**src/rtl/alu_mbyte_seq.sv**
```systemverilog
// Multi-byte operation sequencer for a shared, purely combinational 8-bit ALU.
// Walks one byte per clock, chains the carry and presents the assembled wide result.
module alu_mbyte_seq #(
  parameter int NBYTES = 2,
  localparam int W = 8 * NBYTES
) (
  input  logic         clk,
  input  logic         resetn,
  input  logic         start,
  input  logic [2:0]   cmd,
  input  logic         cin,
  input  logic [W-1:0] opa,
  input  logic [W-1:0] opb,
  output logic [7:0]   alu_a,
  output logic [7:0]   alu_b,
  output logic         alu_carry,
  output logic [3:0]   alu_op,
  input  logic [7:0]   alu_c,
  input  logic         alu_cout,
  output logic         busy,
  output logic         done,
  output logic [W-1:0] result,
  output logic         carry,
  output logic         zero,
  output logic [1:0]   state_dbg
);

  localparam int IDXW = (NBYTES > 1) ? $clog2(NBYTES) : 1;
  localparam logic [IDXW-1:0] LAST_IDX = IDXW'(NBYTES - 1);

  localparam logic [2:0] CMD_ADD = 3'd0;
  localparam logic [2:0] CMD_ADC = 3'd1;
  localparam logic [2:0] CMD_SUB = 3'd2;
  localparam logic [2:0] CMD_AND = 3'd3;
  localparam logic [2:0] CMD_OR  = 3'd4;
  localparam logic [2:0] CMD_XOR = 3'd5;
  localparam logic [2:0] CMD_SHL = 3'd6;
  localparam logic [2:0] CMD_SHR = 3'd7;

  localparam logic [3:0] OP_NONE = 4'd0;
  localparam logic [3:0] OP_ADC  = 4'd1;
  localparam logic [3:0] OP_OR   = 4'd4;
  localparam logic [3:0] OP_AND  = 4'd5;
  localparam logic [3:0] OP_XOR  = 4'd7;
  localparam logic [3:0] OP_SHL  = 4'd12;
  localparam logic [3:0] OP_SHR  = 4'd13;

  typedef enum logic [1:0] {
    S_IDLE = 2'd0,
    S_RUN  = 2'd1,
    S_DONE = 2'd2
  } state_t;

  state_t          state, state_nxt;
  logic [2:0]      cmd_q;
  logic [W-1:0]    opa_q;
  logic [W-1:0]    opb_q;
  logic [W-1:0]    shadow;
  logic [IDXW-1:0] idx;
  logic            chain;

  logic            accept;
  logic            last_byte;
  logic [IDXW-1:0] pos;
  logic [7:0]      byte_a;
  logic [7:0]      byte_b;
  logic [7:0]      store_byte;
  logic [W-1:0]    shadow_nxt;
  logic            carry_fin;
  logic            chain_init;

  // Handshake: a request is taken on any rising edge where start=1 and busy=0
  // (IDLE or DONE); start while busy is dropped, not queued.
  assign accept    = start && !busy;
  assign busy      = (state == S_RUN);
  assign done      = (state == S_DONE);
  assign last_byte = (idx == LAST_IDX);
  assign state_dbg = state;

  always_ff @(posedge clk or negedge resetn) begin
    if (!resetn) state <= S_IDLE;
    else         state <= state_nxt;
  end

  always_comb begin
    state_nxt = state;
    case (state)
      S_IDLE:  if (start) state_nxt = S_RUN;
      S_RUN:   if (last_byte) state_nxt = S_DONE;
      S_DONE:  state_nxt = start ? S_RUN : S_IDLE;
      default: state_nxt = S_IDLE;
    endcase
  end

  // SHR must walk MSB first so the bit shifted out of a higher byte can be
  // folded into the top of the next lower one.
  assign pos = (cmd_q == CMD_SHR) ? (LAST_IDX - idx) : idx;

  always_comb begin
    byte_a = 8'h00;
    byte_b = 8'h00;
    for (int i = 0; i < NBYTES; i++) begin
      if (pos == IDXW'(i)) begin
        byte_a = opa_q[i*8 +: 8];
        byte_b = opb_q[i*8 +: 8];
      end
    end
  end

  always_comb begin
    alu_a     = 8'h00;
    alu_b     = 8'h00;
    alu_carry = 1'b0;
    alu_op    = OP_NONE;
    if (state == S_RUN) begin
      case (cmd_q)
        CMD_ADD, CMD_ADC: begin
          alu_op = OP_ADC; alu_a = byte_a; alu_b = byte_b; alu_carry = chain;
        end
        CMD_SUB: begin
          alu_op = OP_ADC; alu_a = byte_a; alu_b = ~byte_b; alu_carry = chain;
        end
        CMD_AND: begin alu_op = OP_AND; alu_a = byte_a; alu_b = byte_b; end
        CMD_OR:  begin alu_op = OP_OR;  alu_a = byte_a; alu_b = byte_b; end
        CMD_XOR: begin alu_op = OP_XOR; alu_a = byte_a; alu_b = byte_b; end
        CMD_SHL: begin alu_op = OP_SHL; alu_a = byte_a; end
        CMD_SHR: begin alu_op = OP_SHR; alu_a = byte_a; end
        default: alu_op = OP_NONE;
      endcase
    end
  end

  // For shifts the chain register holds the bit shifted out of the previous byte.
  always_comb begin
    store_byte = alu_c;
    if (cmd_q == CMD_SHL) store_byte[0] = alu_c[0] | chain;
    if (cmd_q == CMD_SHR) store_byte[7] = alu_c[7] | chain;
  end

  always_comb begin
    shadow_nxt = shadow;
    for (int i = 0; i < NBYTES; i++) begin
      if (pos == IDXW'(i)) shadow_nxt[i*8 +: 8] = store_byte;
    end
  end

  always_comb begin
    carry_fin = 1'b0;
    case (cmd_q)
      CMD_ADD, CMD_ADC: carry_fin = alu_cout;
      CMD_SUB:          carry_fin = ~alu_cout;
      CMD_SHL:          carry_fin = opa_q[W-1];
      CMD_SHR:          carry_fin = opa_q[0];
      default:          carry_fin = 1'b0;
    endcase
  end

  // SUB is A + ~B + 1, so the chain starts at 1; ADC starts from cin.
  always_comb begin
    chain_init = 1'b0;
    if (cmd == CMD_ADC) chain_init = cin;
    if (cmd == CMD_SUB) chain_init = 1'b1;
  end

  always_ff @(posedge clk or negedge resetn) begin
    if (!resetn) begin
      cmd_q  <= CMD_ADD;
      opa_q  <= '0;
      opb_q  <= '0;
      shadow <= '0;
      idx    <= '0;
      chain  <= 1'b0;
      result <= '0;
      carry  <= 1'b0;
      zero   <= 1'b0;
    end else if (accept) begin
      cmd_q  <= cmd;
      opa_q  <= opa;
      opb_q  <= opb;
      shadow <= '0;
      idx    <= '0;
      chain  <= chain_init;
    end else if (state == S_RUN) begin
      shadow <= shadow_nxt;
      chain  <= alu_cout;
      if (last_byte) begin
        idx    <= '0;
        result <= shadow_nxt;
        carry  <= carry_fin;
        zero   <= ~|shadow_nxt;
      end else begin
        idx <= idx + IDXW'(1);
      end
    end
  end

endmodule

```
**config.mk**
```make
export PLATFORM = sky130hd
export DESIGN_NAME = alu_mbyte_seq
export DESIGN_NICKNAME = d
export VERILOG_FILES = /design/src/rtl/alu_mbyte_seq.sv
export SDC_FILE = /design/constraint.sdc
export NUM_CORES = 1
export LEC_CHECK = 0
export CELL_PAD_IN_SITES_DETAIL_PLACEMENT = 1
export CELL_PAD_IN_SITES_GLOBAL_PLACEMENT = 1
export CORE_ASPECT_RATIO = 1.2
export CORE_MARGIN = 2
export CORE_UTILIZATION = 40
export CTS_CLUSTER_DIAMETER = 120
export CTS_CLUSTER_SIZE = 12
export DETAILED_ROUTE_END_ITERATION = 10
export HOLD_SLACK_MARGIN = 0.08
export PLACE_DENSITY = 0.82
export SLEW_MARGIN = 20
export SYNTH_ARGS = -nofsm -noshare
export SYNTH_HDL_FRONTEND = slang
export SYNTH_SLANG_ARGS = --single-unit
```
**constraint.sdc**
```tcl
create_clock -name clk -period 3.95 [get_ports clk]
set_input_delay 0.79 -clock clk [delete_from_list [all_inputs] [get_ports clk]]
set_output_delay 0.79 -clock clk [all_outputs]
set_load 0.03 [all_outputs]
```
==> run summary, run 1 <==
================================================================================
Outcome                                                             complete, no violations
Total power divided by cell area                                     947 mW/mm^2
Class of the tightest hold or removal check                         flop to flop
Number of vias per cell after detailed routing                              5.21
Number of fill cells                                                         903
Post-synthesis net count                                                     340
Worst path buffer plus inverter count                                          2
Number of ports placed on the die boundary                                    91
Core Rows                                                                     37
Post-synth design cell area                                         0.00344 sq mm
Core ar.                                                            0.00847 sq mm
Yosys warning count                                                            0
Inserted Clock Buffers                                                         9
Cells after synthesis                                                        292
Synth-to-Final Area Change                                                 35.8%
Relative max-transition margin                                             39.1%
Unrepaired setup endpoints after global routing                            false
EDFF count, synth                                                              0
Clk buf depth                                                                  2
Fraction of synthesized cell area in xor and xnor cells                   0.728%
Dominant cell by count in the synthesized netlist                   sky130_fd_sc_hd__dfrtp_1
Worst Slack Setup Final                                                   291 ps
Top post-synthesis cells by area                                    sky130_fd_sc_hd__dfrtp_1, sky130_fd_sc_hd__mux2_2, sky130_fd_sc_hd__mux2i_1
#FFs+latches synth                                                            73
Post-route clock period utilization                                        92.6%
Number of levels the H-tree was split into                                     3
Primary flip-flop cell chosen by synthesis mapping                  sky130_fd_sc_hd__dfrtp_1
Net count reported at finish                                                 433
Slew at the pin closest to its max-slew limit                             914 ps
Crit path arrival time                                                   2870 ps
Combinational family with the most area after synthesis             multiplexers
Routability congestion estimate from global placement                      0.816
Critical path's slowest cell                                        sky130_fd_sc_hd__clkdlybuf4s50_1
Clock tree from TritonCTS                                                  built
Number of global-route vias before repair                                   2943
Antenna Diode Count                                                            0
Initial standard-cell utilization of the core                              40.6%
Max Slew Vio Count                                                             0
Worst clock skew on the final layout                                     5.40 ps
Placed wire-length estimate                                              6350 um
Post-Place Worst Slack                                                    515 ps
Adder and majority gate portion of the synthesized area                       0%
Count of unique library cells instantiated by Yosys                           44
Drt drc                                                                        0
Highest attainable clock frequency                                       273 MHz
Global-route wire length before repair                                  14600 um
Worst Setup Start Kind                                                      flop
First DRT Iteration DRCs                                                      91
Simple-gate share of the synthesized area                                  9.35%
Clock transition at path regs                                              80 ps
Post-route minimum period                                                3660 ps
Total leakage power                                                      2.07 nW
Wire length per cell after detailed routing                              17.9 um
Syn_area_per_cell                                                     11.8 sq um
Root Driver                                                         sky130_fd_sc_hd__clkbuf_8
Cell taking the most area after synthesis                           sky130_fd_sc_hd__dfrtp_1
Global route overflow                                                          0
Share of layout cells above drive strength 1                               17.9%
Highest net fanout along the worst path                                       12
Worst setup path category                                           flop to output pin
Cell family with most CP delay                                      buffers and inverters
Routed WL                                                                9060 um
Max rail drop VDD                                                         562 uV
Fraction of synthesized area in multiplexers                               22.0%
Clock net sink count                                                          73
Top cells by instance count after synthesis                         sky130_fd_sc_hd__dfrtp_1, sky130_fd_sc_hd__nand2_1, sky130_fd_sc_hd__mux2_2
Delay of the slowest cell on the worst path                               720 ps
Number of endpoints with negative hold slack in the final report               0
Final setup violating endpoints                                                0
Cell Chain, Critical Path                                           nand3_4 > xor2_4 > buf_12 > mux2i_1 > mux2i_1 > clkdlybuf4s50_1
Total die area                                                      0.00936 sq mm
Kind of end point of the critical path                                output pin
Required time of the critical path                                       3160 ps
Antenna-violating nets left                                                    0
Ys async rst share                                                          100%
Most common cell type on the critical path                          sky130_fd_sc_hd__mux2i_1
Later-pin clock latency in the skew report                                350 ps
Synth Area in Compound Gates                                               11.1%
Vias post-DR                                                                2642
Largest net degree at the start of global routing                             74
Fraction of post-synthesis cell area in the top cell type by area          53.1%
Fraction of the yosys area taken by sequential cells                       53.1%
Number of antenna violations at the first check in global routing              0
Setup tns final                                                             0 ps
Detailed-router iteration count before antenna repair                          4
Total GRT Usage                                                            20.7%
Port Buf Inserts                                                              90
Max cap viols                                                                  0
Hold bufs inserted after CTS                                                   0
Die Width                                                                88.6 um
Chip height                                                               106 um
================================================================================
layout make-up:
class                      instances  area (sq um)  area share (%)
clock buffer                      14           173            3.70
tap                              117           146            3.14
timing repair buffer              98           971            20.8
multi-input combinational        198          1500            32.1
sequential                        73          1830            39.1
inverter                           5          18.8           0.402
clock inverter                     2          35.0           0.750
cells in the final DEF, fill, tap and decap left out, types with 2 or more instances in the layout:
cell / count
sky130_fd_sc_hd__a21oi_1: 10
sky130_fd_sc_hd__nand2_1: 39
sky130_fd_sc_hd__clkbuf_8: 12
sky130_fd_sc_hd__nor2_1: 3
sky130_fd_sc_hd__mux2_2: 37
sky130_fd_sc_hd__buf_4: 8
sky130_fd_sc_hd__o21ai_0: 23
sky130_fd_sc_hd__a22o_1: 12
sky130_fd_sc_hd__and3_1: 2
sky130_fd_sc_hd__mux2i_1: 34
sky130_fd_sc_hd__nor2b_1: 3
sky130_fd_sc_hd__dfrtp_1: 73
sky130_fd_sc_hd__a32o_1: 2
sky130_fd_sc_hd__or4_1: 3
sky130_fd_sc_hd__inv_2: 2
sky130_fd_sc_hd__o21ai_1: 2
sky130_fd_sc_hd__clkbuf_1: 2
sky130_fd_sc_hd__nand3_1: 4
sky130_fd_sc_hd__inv_1: 3
sky130_fd_sc_hd__clkdlybuf4s50_1: 89
sky130_fd_sc_hd__nor4_1: 3
through the flow:
step | power, W | util [%] | cell area [sq um] | instances | hold WS [ps]
final | 0.00442 | 55.1 | 4670 | 507 | 479
after detailed placement | 0.00375 | 52.1 | 4420 | 487 | 469
after CTS | 0.00440 | 54.6 | 4630 | 503 | 487
after global routing | 0.00470 | 55.1 | 4670 | 507 | 531
after global placement | 0.00366 | 52.1 | 4420 | 487 | 463
after floorplan | 0.00294 | - | 3440 | 292 | 478
registers in the layout, indices dropped and copies added (netlist names):
signal / cells
carry: 1
chain: 1
cmd_q: 3
idx: 1
opa_q: 16
opb_q: 16
result: 16
shadow: 16
state_dbg: 2
zero: 1
kinds of logic (layout without fill, tap and decap cells):
| logic type | count (synthesis) | after routing |
|---|---|---|
| mux | 71 | 71 |
| simple gates | 66 | 66 |
| xor+xnor | 2 | 2 |
| compound gates | 59 | 59 |
| buf+inv | 21 | 119 |
| flops | 73 | 73 |
worst min-delay path: stages (launching register included):
cell and delay (ps):
sky130_fd_sc_hd__dfrtp_1 340, sky130_fd_sc_hd__nand2_1 50, sky130_fd_sc_hd__o21ai_0 60
per-layer routing:
| metal | vias up | part of all wire (%) | GRT usage [%] | routed length [um] |
|---|---|---|---|---|
| li1 | 1240 | - | - | - |
| met1 | 1307 | 38 | 23.6 | 3470 |
| met2 | 76 | 54 | 35.9 | 4890 |
| met3 | 19 | 5.3 | 6.26 | 479 |
| met4 | 0 | 2.3 | 7.03 | 208 |
| met5 | - | 0 | 0 | 0 |
worst paths after layout:
path | startpoint | cells after the start | to | slack (ps)
setup / recovery | cmd_q[2]$_DFFE_PN0P_ | 6 | alu_b[5] | 290
max in group asynchronous | resetn | 1 | opb_q[2]$_DFFE_PN0P_ | 2790
hold / removal | result[13]$_DFFE_PN0P_ | 2 | result[13]$_DFFE_PN0P_ | 480
min in group asynchronous | resetn | 1 | result[2]$_DFFE_PN0P_ | 580
hold reg to reg | result[13]$_DFFE_PN0P_ | 2 | result[13]$_DFFE_PN0P_ | 480
setup reg to reg | cmd_q[2]$_DFFE_PN0P_ | 5 | shadow[0]$_DFFE_PN0P_ | 1870
power by group:
part           switching, W  internal (W)  leakage (nW)  total [W]
combinational       0.00134       0.00110          1.06    0.00244
clock              0.000274      0.000344         0.107   0.000618
sequential         0.000274       0.00109         0.902    0.00136
repair_timing:
item                                    4_1_cts  5_1_grt
endpoints found under the setup margin        0        1
resized for setup                             0        0
buffers inserted                              0        4
hold endpoints to repair                      0        0
Note: power is estimated with default switching activity, not from simulation.
==> inputs of run 2 (changes only) <==
--- a/config.mk
+++ b/config.mk
@@ -11,7 +11,6 @@
 export CORE_MARGIN = 2
 export CORE_UTILIZATION = 40
 export CTS_CLUSTER_DIAMETER = 120
-export CTS_CLUSTER_SIZE = 12
 export DETAILED_ROUTE_END_ITERATION = 10
 export HOLD_SLACK_MARGIN = 0.08
 export PLACE_DENSITY = 0.82
==> results of run 2 <==
The final DEF is identical to that of run 1; final timing and power are the same.
